## src/rtl/inv_syn_sched.sv

```systemverilog
// -----------------------------------------------------------------------------
// inv_syn_sched
//
// Serial inversion-count engine shared by two requesters. It accepts one
// N-symbol DNA word (2 bits per symbol, symbol x0 in the top bits) through a
// valid/ready handshake. It then compares one symbol pair (i, j), i < j, per
// cycle, and returns the number of pairs with x_i > x_j on a valid/ready
// result port. The result is tagged with the id of the requester that
// supplied the word.
//
// Arbitration:
//   INV_SYN_RR_EN defined   : round-robin. On a tie, the requester that was
//                             not served last wins. last_id resets to 1, so
//                             requester 0 wins the first tie after reset.
//   INV_SYN_RR_EN undefined : fixed priority. Requester 0 wins whenever it
//                             is valid.
//
// Ports:
//   clk, rst_n             clock; synchronous active-low reset
//   req0_valid/ready/word  requester 0 word handshake (2N-bit word)
//   req1_valid/ready/word  requester 1 word handshake (2N-bit word)
//   res_valid/res_ready    result handshake
//   res_sum                inversion count (SUM_W bits)
//   res_id                 requester that supplied the word
//   busy                   high while a word is being processed or held
// -----------------------------------------------------------------------------
module inv_syn_sched #(
    parameter int N     = 6,
    parameter int SUM_W = 14
) (
    input  logic             clk,
    input  logic             rst_n,
    input  logic             req0_valid,
    output logic             req0_ready,
    input  logic [2*N-1:0]   req0_word,
    input  logic             req1_valid,
    output logic             req1_ready,
    input  logic [2*N-1:0]   req1_word,
    output logic             res_valid,
    input  logic             res_ready,
    output logic [SUM_W-1:0] res_sum,
    output logic             res_id,
    output logic             busy
);

    localparam int IW = (N > 2) ? $clog2(N) : 1;
    localparam logic [IW-1:0] LAST_I = IW'(N - 2);
    localparam logic [IW-1:0] LAST_J = IW'(N - 1);

    typedef enum logic [1:0] {IDLE, RUN, DONE} state_t;

    state_t             state_q, state_d;
    logic [2*N-1:0]     word_q, word_d;
    logic [SUM_W-1:0]   acc_q, acc_d;
    logic [IW-1:0]      i_q, i_d;
    logic [IW-1:0]      j_q, j_d;
    logic               id_q, id_d;
    logic [SUM_W-1:0]   res_sum_q, res_sum_d;
    logic               res_id_q, res_id_d;
    logic               res_valid_q, res_valid_d;
    logic               busy_q, busy_d;
    logic               grant;
    logic [1:0]         x_i, x_j;
    logic [SUM_W-1:0]   acc_next;

`ifdef INV_SYN_RR_EN
    logic               last_id_q, last_id_d;
`endif

    // Symbol k of a word; symbol 0 sits in the most significant bits.
    function automatic logic [1:0] sym(input logic [2*N-1:0] w, input logic [IW-1:0] k);
        return w[(2*N-1) - 2*int'(k) -: 2];
    endfunction

    // Grant is purely a function of the current valids, so a requester that
    // drops valid before its handshake simply loses the grant.
    always_comb begin
`ifdef INV_SYN_RR_EN
        grant = (req0_valid && req1_valid) ? ~last_id_q : req1_valid;
`else
        grant = ~req0_valid;
`endif
    end

    // Readies are gated by rst_n so that no word is offered while reset is held.
    assign req0_ready = rst_n && (state_q == IDLE) && req0_valid && !grant;
    assign req1_ready = rst_n && (state_q == IDLE) && req1_valid &&  grant;

    assign x_i      = sym(word_q, i_q);
    assign x_j      = sym(word_q, j_q);
    assign acc_next = acc_q + SUM_W'(x_i > x_j);

    always_comb begin
        state_d     = state_q;
        word_d      = word_q;
        acc_d       = acc_q;
        i_d         = i_q;
        j_d         = j_q;
        id_d        = id_q;
        res_sum_d   = res_sum_q;
        res_id_d    = res_id_q;
        res_valid_d = res_valid_q;
        busy_d      = busy_q;
`ifdef INV_SYN_RR_EN
        last_id_d   = last_id_q;
`endif
        case (state_q)
            IDLE: begin
                if (req0_ready || req1_ready) begin
                    word_d  = grant ? req1_word : req0_word;
                    id_d    = grant;
                    acc_d   = '0;
                    i_d     = '0;
                    j_d     = IW'(1);
                    state_d = RUN;
                    busy_d  = 1'b1;
`ifdef INV_SYN_RR_EN
                    last_id_d = grant;
`endif
                end
            end
            RUN: begin
                acc_d = acc_next;
                if (i_q == LAST_I && j_q == LAST_J) begin
                    // Final pair: publish the result in a separate register
                    // so it stays put after the engine returns to IDLE.
                    state_d     = DONE;
                    res_sum_d   = acc_next;
                    res_id_d    = id_q;
                    res_valid_d = 1'b1;
                end else if (j_q == LAST_J) begin
                    // End of row: start the next row at the pair (i+1, i+2).
                    i_d = i_q + IW'(1);
                    j_d = i_q + IW'(2);
                end else begin
                    j_d = j_q + IW'(1);
                end
            end
            DONE: begin
                if (res_ready) begin
                    state_d     = IDLE;
                    res_valid_d = 1'b0;
                    busy_d      = 1'b0;
                end
            end
            default: begin
                state_d     = IDLE;
                res_valid_d = 1'b0;
                busy_d      = 1'b0;
            end
        endcase
    end

    always_ff @(posedge clk) begin
        if (!rst_n) begin
            state_q     <= IDLE;
            word_q      <= '0;
            acc_q       <= '0;
            i_q         <= '0;
            j_q         <= '0;
            id_q        <= 1'b0;
            res_sum_q   <= '0;
            res_id_q    <= 1'b0;
            res_valid_q <= 1'b0;
            busy_q      <= 1'b0;
`ifdef INV_SYN_RR_EN
            last_id_q   <= 1'b1;
`endif
        end else begin
            state_q     <= state_d;
            word_q      <= word_d;
            acc_q       <= acc_d;
            i_q         <= i_d;
            j_q         <= j_d;
            id_q        <= id_d;
            res_sum_q   <= res_sum_d;
            res_id_q    <= res_id_d;
            res_valid_q <= res_valid_d;
            busy_q      <= busy_d;
`ifdef INV_SYN_RR_EN
            last_id_q   <= last_id_d;
`endif
        end
    end

    assign res_valid = res_valid_q;
    assign res_sum   = res_sum_q;
    assign res_id    = res_id_q;
    assign busy      = busy_q;

endmodule

```

## config.mk

```make
export PLATFORM = sky130hd
export DESIGN_NAME = inv_syn_sched
export DESIGN_NICKNAME = d
export VERILOG_FILES = /design/src/rtl/inv_syn_sched.sv
export SDC_FILE = /design/constraint.sdc
export NUM_CORES = 1
export LEC_CHECK = 0
export ABC_CLOCK_PERIOD_IN_PS = 4050
export CORE_UTILIZATION = 44
export CTS_CLUSTER_DIAMETER = 60
export DETAILED_ROUTE_END_ITERATION = 12
export PLACE_DENSITY = 0.68
export SYNTH_ARGS = -nofsm -noshare
export SYNTH_HDL_FRONTEND = slang
export SYNTH_SLANG_ARGS = --single-unit
```

## constraint.sdc

```tcl
create_clock -name clk -period 4.05 [get_ports clk]
set_input_delay 0.6075 -clock clk [delete_from_list [all_inputs] [get_ports clk]]
set_output_delay 0.6075 -clock clk [all_outputs]
set_load 0.02 [all_outputs]
```

==> results of run 1 <==
state kept, by name (all words and copies together), names as in the netlist:
register	count
res_valid	1
acc_q	14
state_q	2
j_q	3
word_q	12
id_q	1
res_sum	14
busy	1
i_q	3
res_id	1
worst max-delay path, cell delays in order, from the launching register on:
cell and delay, ns:
dfxtp_1 0.39, ha_1 0.41, mux4_2 0.31, nand2_1 0.08, a21oi_1 0.06, ha_1 0.29
a21oi_1 0.06, a21oi_1 0.13, ha_1 0.24, ha_1 0.25, and4_1 0.39, nand3_1 0.16
or3_1 0.33, a21oi_1 0.14
cells by family (layout without fill, tap and decap cells):
group	count (synthesis)	after routing	synth area share
XOR/XNOR	17	17	0.0525
AO/OA/AOI/OAI	77	77	0.189
buffers and inverters	31	65	0.0582
AND/OR/NAND/NOR	99	99	0.181
multiplexers	25	25	0.108
flip-flops	52	52	0.367
adder cells (fa/ha/maj)	10	10	0.0441
synth_stat cells (2+ instances only):
master     n  area, um^2
nand4_1    2        12.5
mux2i_1   17         170
mux2_2     4        45.0
and2_1     4        25.0
o21ai_0   15        75.1
buf_2      7        35.0
xor2_1    10        87.6
nor2_1    33         124
dfxtp_1   52        1040
buf_4      6        45.0
buf_6      2        22.5
or3_1      3        18.8
a21oi_1   23         115
nand3_1   16        80.1
and3_1     2        12.5
a211oi_2   8         100
a311oi_1   3        26.3
a31oi_1    5        31.3
ha_1      10         125
xnor2_1    7        61.3
nor3_1     2        10.0
mux4_2     4        90.1
a21o_1     2        15.0
o21ai_1    2        10.0
inv_1      7        26.3
clkbuf_1   6        22.5
nor3b_1    3        22.5
nand2_1   21        78.8
a41oi_1    2        17.5
a211oi_1  10        75.1
and4_1     4        35.0
and4_2     2        20.0
clkbuf_2   2        10.0
stage by stage:
step                cells  cell area, um^2
floorplan             311             2840
global placement      412             3290
detailed placement    412             3290
CTS                   420             3380
global route          420             3380
finish                420             3380
per-layer routing:
layer | routed length, um | share of wire | up-vias | global-route usage
met1 | 3010 | 0.48 | 1102 | 0.271
met3 | 220 | 0.035 | 8 | 0.0407
met4 | 73 | 0.012 | 0 | 0.0614
met2 | 2910 | 0.47 | 42 | 0.344
met5 | 0 | 0 | - | 0
li1 | - | - | 1187 | -
where the power goes:
part           leakage (nW)  internal (W)  switching [W]  total [W]
clock                0.0510      0.000137       0.000168   0.000305
sequential            0.422      0.000527      0.0000159   0.000543
combinational         0.743     0.0000797      0.0000816   0.000161
total                  1.22      0.000744       0.000266    0.00101
worst paths after layout:
| kind | endpoint | slack, ns | cells after the start |
|---|---|---|---|
| worst max-delay path | acc_q[12] | 0.73 | 13 |
| worst min-delay path | busy | 0.48 | 2 |
| worst max register to register | acc_q[12] | 0.73 | 13 |
| worst min register to register | busy | 0.48 | 2 |
layout make-up:
cell class / count / area, um^2 / area share
Clock buffer: 6 / 82.6 / 0.0244
Clock inverter: 2 / 10.0 / 0.00296
Inverter: 7 / 26.3 / 0.00777
Multi-Input combinational cell: 228 / 1640 / 0.484
Sequential cell: 52 / 1040 / 0.308
Tap cell: 75 / 93.8 / 0.0277
Timing Repair Buffer: 50 / 493 / 0.146
==> run summary, run 1 <==
run status -> finished, final reports clean
Slew HR -> 0.203
core area -> 0.00606 mm^2
share of cells above drive strength 1 -> 0.107
Final setup violation count -> 0
Die H -> 82.3 um
# diodes -> 0
Critical R2R Launch -> i_q[1]
Hold Fails Final Rpt -> 0
post-CTS sizing -> 0
Pins Over Slew Limit -> 0
TNS Setup -> 0 ns
I/O Pins -> 48
vias in the first global route -> 2,242
total die area -> 0.00677 mm^2
GR Overflow Total -> 0
Initial Util -> 0.468
Sink Count -> 52
total CTS buffers -> 5
Port Buf Inserts -> 47
gp weighted congestion -> 0.875
DR WL/cell -> 14.8 um
standard-cell row count -> 28
Final HPWL DP -> 4470 um
number of flops mapped to enable cells by yosys -> 0
# DRC -> 0
clk_lat worst skew -> 0.31 ns
CTS Buffer Depth -> 2
crit start category -> flop
Post-CTS Setup Inserts -> 0
post-synth cell types -> 48
drt first pass iters -> 4
post-layout util -> 0.558
syn nets -> 350
Reg clk slew, reported paths -> 0.09 ns
initial antenna violation count -> 0
worst hold slack -> 0.476 ns
worst slack, placed -> 0.773 ns
post-synthesis sequential area ratio -> 0.367
Clock Skew -> 0.00772 ns
Vias per Instance -> 5.57
HP Start -> busy
mapped cell area -> 0.00284 mm^2
Async SR Flop Fraction -> 0
Worst Tran Pin Value -> 1.19 ns
commonest cells after routing, fill and taps aside -> dfxtp_1, clkdlybuf4s50_1, nor2_1, a21oi_1, nand2_1
Worst EP arrival -> 3.54 ns
routed wire length -> 6220 um
fin crit period -> 3.32 ns
Die W -> 82.3 um
CTS Hold Bufs -> 0
Seq cells post-synth -> 52
final critical-path share of the clock period -> 0.821
RSZ-0062 raised after global routing -> false
first-pass GRT wire length -> 10,700 um
via count -> 2,339
Fmax -> 301 MHz
WS Path Type -> flop to flop
crit-path max FO -> 8
worst setup path startpoint -> i_q[1]
max_cap viols -> 0
initial DRC count -> 134
syn_area_per_cell -> 9.12 um^2
depth of the CTS H-tree -> 2
Syn. warnings -> 0
cell count after synthesis -> 311
Root Buffer -> clkbuf_8
Hold WC Path Type -> flop to flop
global-route usage over all layers -> 0.207
Final Net Count -> 383
largest net degree at the start of global routing -> 33
element type at the critical path end -> flop
Main synth FF type -> dfxtp_1
Critical Path RT -> 4.27 ns
Leakage -> 1.22 nW
setup ws final -> 0.727 ns
Power Total -> 0.00101 W
Area Overhead vs Synth -> 19.2%
fillers -> 565
most common cell after layout, fill and taps aside -> dfxtp_1
antenna viol nets, final -> 0
TritonCTS clock tree -> done
power density over the cells -> 298 mW/mm^2
VDD IR max -> 156 uV
No activity file was read; power rests on OpenSTA's default activity.
==> inputs of run 2 (changes only) <==
- ABC_CLOCK_PERIOD_IN_PS: 4050 -> 2800
- PLACE_DENSITY: 0.68 -> 0.71
- clock period: 4.05 -> 2.8 ns (I/O delays scaled with it)
==> run 2 against run 1 <==
- the run now ends with negative setup slack left
- die area unchanged
- critical path depth unchanged
- highest routed layer unchanged
- wire length up 3.8%
- critical endpoint unchanged
- first-iteration DRC count fell by 14%
==> run summary, run 2 (synthesis results as in run 1) <==
CTS Buffer Depth -> 2 (unchanged)
total CTS buffers -> 5 (unchanged)
Clk network pwr share -> 0.298 (-0.004)
Power Total -> 0.00148 W (+47%)
Leakage -> 1.31 nW (+7.5%)
crit-path max FO -> 4 (-4)
Clock Skew -> 0.00753 ns (-0.000183 ns)
fillers -> 528 (-6.5%)
Flop pwr share -> 0.527 (-0.011)
Die H -> 82.3 um (unchanged)
gp weighted congestion -> 0.851 (-2.7%)
# diodes -> 0 (unchanged)
fin crit period -> 2.83 ns (-0.495 ns)
initial DRC count -> 115 (-14%)
antenna viol nets, final -> 0 (unchanged)
post-layout util -> 0.602 (+0.0442)
core area -> 0.00606 mm^2 (unchanged)
total die area -> 0.00677 mm^2 (unchanged)
CTS Hold Bufs -> 0 (unchanged)
Pins Over Slew Limit -> 0 (unchanged)
initial antenna violation count -> 0 (unchanged)
via count -> 2,423 (+3.6%)
register area -> 0.00105 mm^2 (+1.2%)
Sink Count -> 52 (unchanged)
run status -> finished with violations
Reg clk slew, reported paths -> 0.09 ns (about the same)
most common cell after layout, fill and taps aside -> clkdlybuf4s50_1
Hold WC Path Type -> flop to flop
GR Overflow Total -> 0 (unchanged)
multi-input logic area -> 0.00175 mm^2 (+7.2%)
# DRC -> 0 (unchanged)
Final Net Count -> 400 (+4.4%)
Placed Instance Area -> 0.00344 mm^2 (+4.5%)
crit start category -> flop
Area Overhead vs Synth -> 28.7%
Final setup violation count -> 2 (+2)
Hold Fails Final Rpt -> 0 (unchanged)
standard-cell row count -> 28 (unchanged)
Worst Tran Pin Value -> 0.598 ns (-0.596 ns)
Final HPWL DP -> 4390 um (-1.9%)
Critical Path RT -> 3.04 ns (-1.23 ns)
Slew HR -> 0.599 (+0.396)
Initial Util -> 0.468 (unchanged)
net switching power -> 0.000388 W (+46%)
largest net degree at the start of global routing -> 25 (-24%)
Port Buf Inserts -> 47 (unchanged)
clk_lat worst skew -> 0.30 ns (about the same)
Cells after DPL -> 426 (+3.4%)
Worst EP arrival -> 3.07 ns (-0.47 ns)
combinational share of power -> 0.175 (+0.015)
element type at the critical path end -> flop
max_cap viols -> 0 (unchanged)
commonest cells after routing, fill and taps aside -> clkdlybuf4s50_1, dfxtp_1, nor2_1, nand2_1, buf_4
global-route usage over all layers -> 0.196 (-0.0114)
Switching Share -> 0.261 (-0.00209)
wire length on met2 -> 3040 um (+4.2%)
Die W -> 82.3 um (unchanged)
TritonCTS clock tree -> done
setup ws final -> -0.0285 ns (-0.755 ns)
Internal Power -> 0.00110 W (+48%)
WS Path Type -> flop to flop
drt first pass iters -> 4 (unchanged)
worst hold slack -> 0.465 ns (-0.0106 ns)
share of cells above drive strength 1 -> 0.210 (+0.103)
Non-Filler Instances -> 437 (+4.0%)
power density over the cells -> 407 mW/mm^2 (+36%)
RSZ-0062 raised after global routing -> true
final critical-path share of the clock period -> 1.01 (+0.190)
Vias per Instance -> 5.54 (-0.44%)
DRT met1 WL -> 3160 um (+5.0%)
failing checks -> negative setup slack
Fmax -> 354 MHz (+17%)
I/O Pins -> 48 (unchanged)
uppermost layer routed -> met4
Finished Cell Area -> 0.00365 mm^2 (+7.9%)
depth of the CTS H-tree -> 2 (unchanged)
routed wire length -> 6450 um (+3.8%)
WL met3 -> 196 um (-11%)
vias in the first global route -> 2,193 (-2.2%)
DR WL/cell -> 14.8 um (-0.24%)
first-pass GRT wire length -> 10,200 um (-4.5%)
VDD IR max -> 280 uV (+79%)
Root Buffer -> clkbuf_8
-- run 2: cell types whose count changed in the layout (fill, tap and decap cells not counted), moves of 4 or more --
cell and delta:
ha_4 +4, dfxtp_2 +4, ha_1 -5, dfxtp_1 -6, a21oi_2 +5, a21oi_1 -5
buf_4 +16
-- run 2: critical path, stage by stage (launching register included) --
cell and delay, ns:
dfxtp_2 0.35, ha_4 0.25, mux4_2 0.21, nand2_1 0.05, a21o_1 0.22, ha_4 0.29
a21oi_2 0.06, a21oi_2 0.10, ha_2 0.24, ha_4 0.15, and4_4 0.24, nand3_4 0.08
or3_4 0.40, a21oi_2 0.13
-- run 2: layout make-up --
cell class	count	area share
flip-flops and latches	52	0.289
inverters	7	0.00720
clock buffers	8	0.0247
repair buffers	67	0.173
well taps	75	0.0257
multi-input cells	228	0.480
-- run 2: power by group through the flow --
| stage | combinational [W] | clock, W | sequential, W |
|---|---|---|---|
| detailed placement | 0.000245 | 0 | 0.000800 |
| floorplan | 0.000166 | 0 | 0.000794 |
| CTS | 0.000246 | 0.000449 | 0.000783 |
| finish | 0.000260 | 0.000442 | 0.000782 |
| global placement | 0.000241 | 0 | 0.000800 |
| global route | 0.000288 | 0.000477 | 0.000786 |
-- run 2: through the flow --
| stage | worst slack [ns] | TNS [ns] |
|---|---|---|
| after floorplan | 0.0139 | 0 |
| after global placement | 0.0409 | 0 |
| after detailed placement | -0.0500 | -0.103 |
| after CTS | 0.000236 | 0 |
| after global routing | -0.155 | -0.849 |
| final | -0.0285 | -0.0399 |
-- run 2: worst paths after layout --
path / from / depth (start not counted) / slack [ns] / to
max: j_q[1] / 13 / -0.03 / acc_q[12]
min: busy / 2 / 0.47 / busy
max reg2reg: j_q[1] / 13 / -0.03 / acc_q[12]
min reg2reg: busy / 2 / 0.47 / busy
-- run 2: per-layer routing --
| layer | vias up | GRT usage |
|---|---|---|
| met4 | 0 | 0.0439 |
| met5 | - | 0 |
| met1 | 1141 | 0.266 |
| met3 | 8 | 0.0286 |
| li1 | 1229 | - |
| met2 | 45 | 0.326 |
-- run 2: what timing repair did --
item	CTS	global route
resized for setup	4	20
endpoints found under the setup margin	6	18
gates cloned	0	0
hold endpoints to repair	0	0
pin swaps	2	18
setup buffers	0	3
==> inputs of run 3 (changes only) <==
- GPL_ROUTABILITY_DRIVEN: unset -> 0
==> results of run 3 <==
No change in the layout: final DEF, timing and power equal those of run 2.
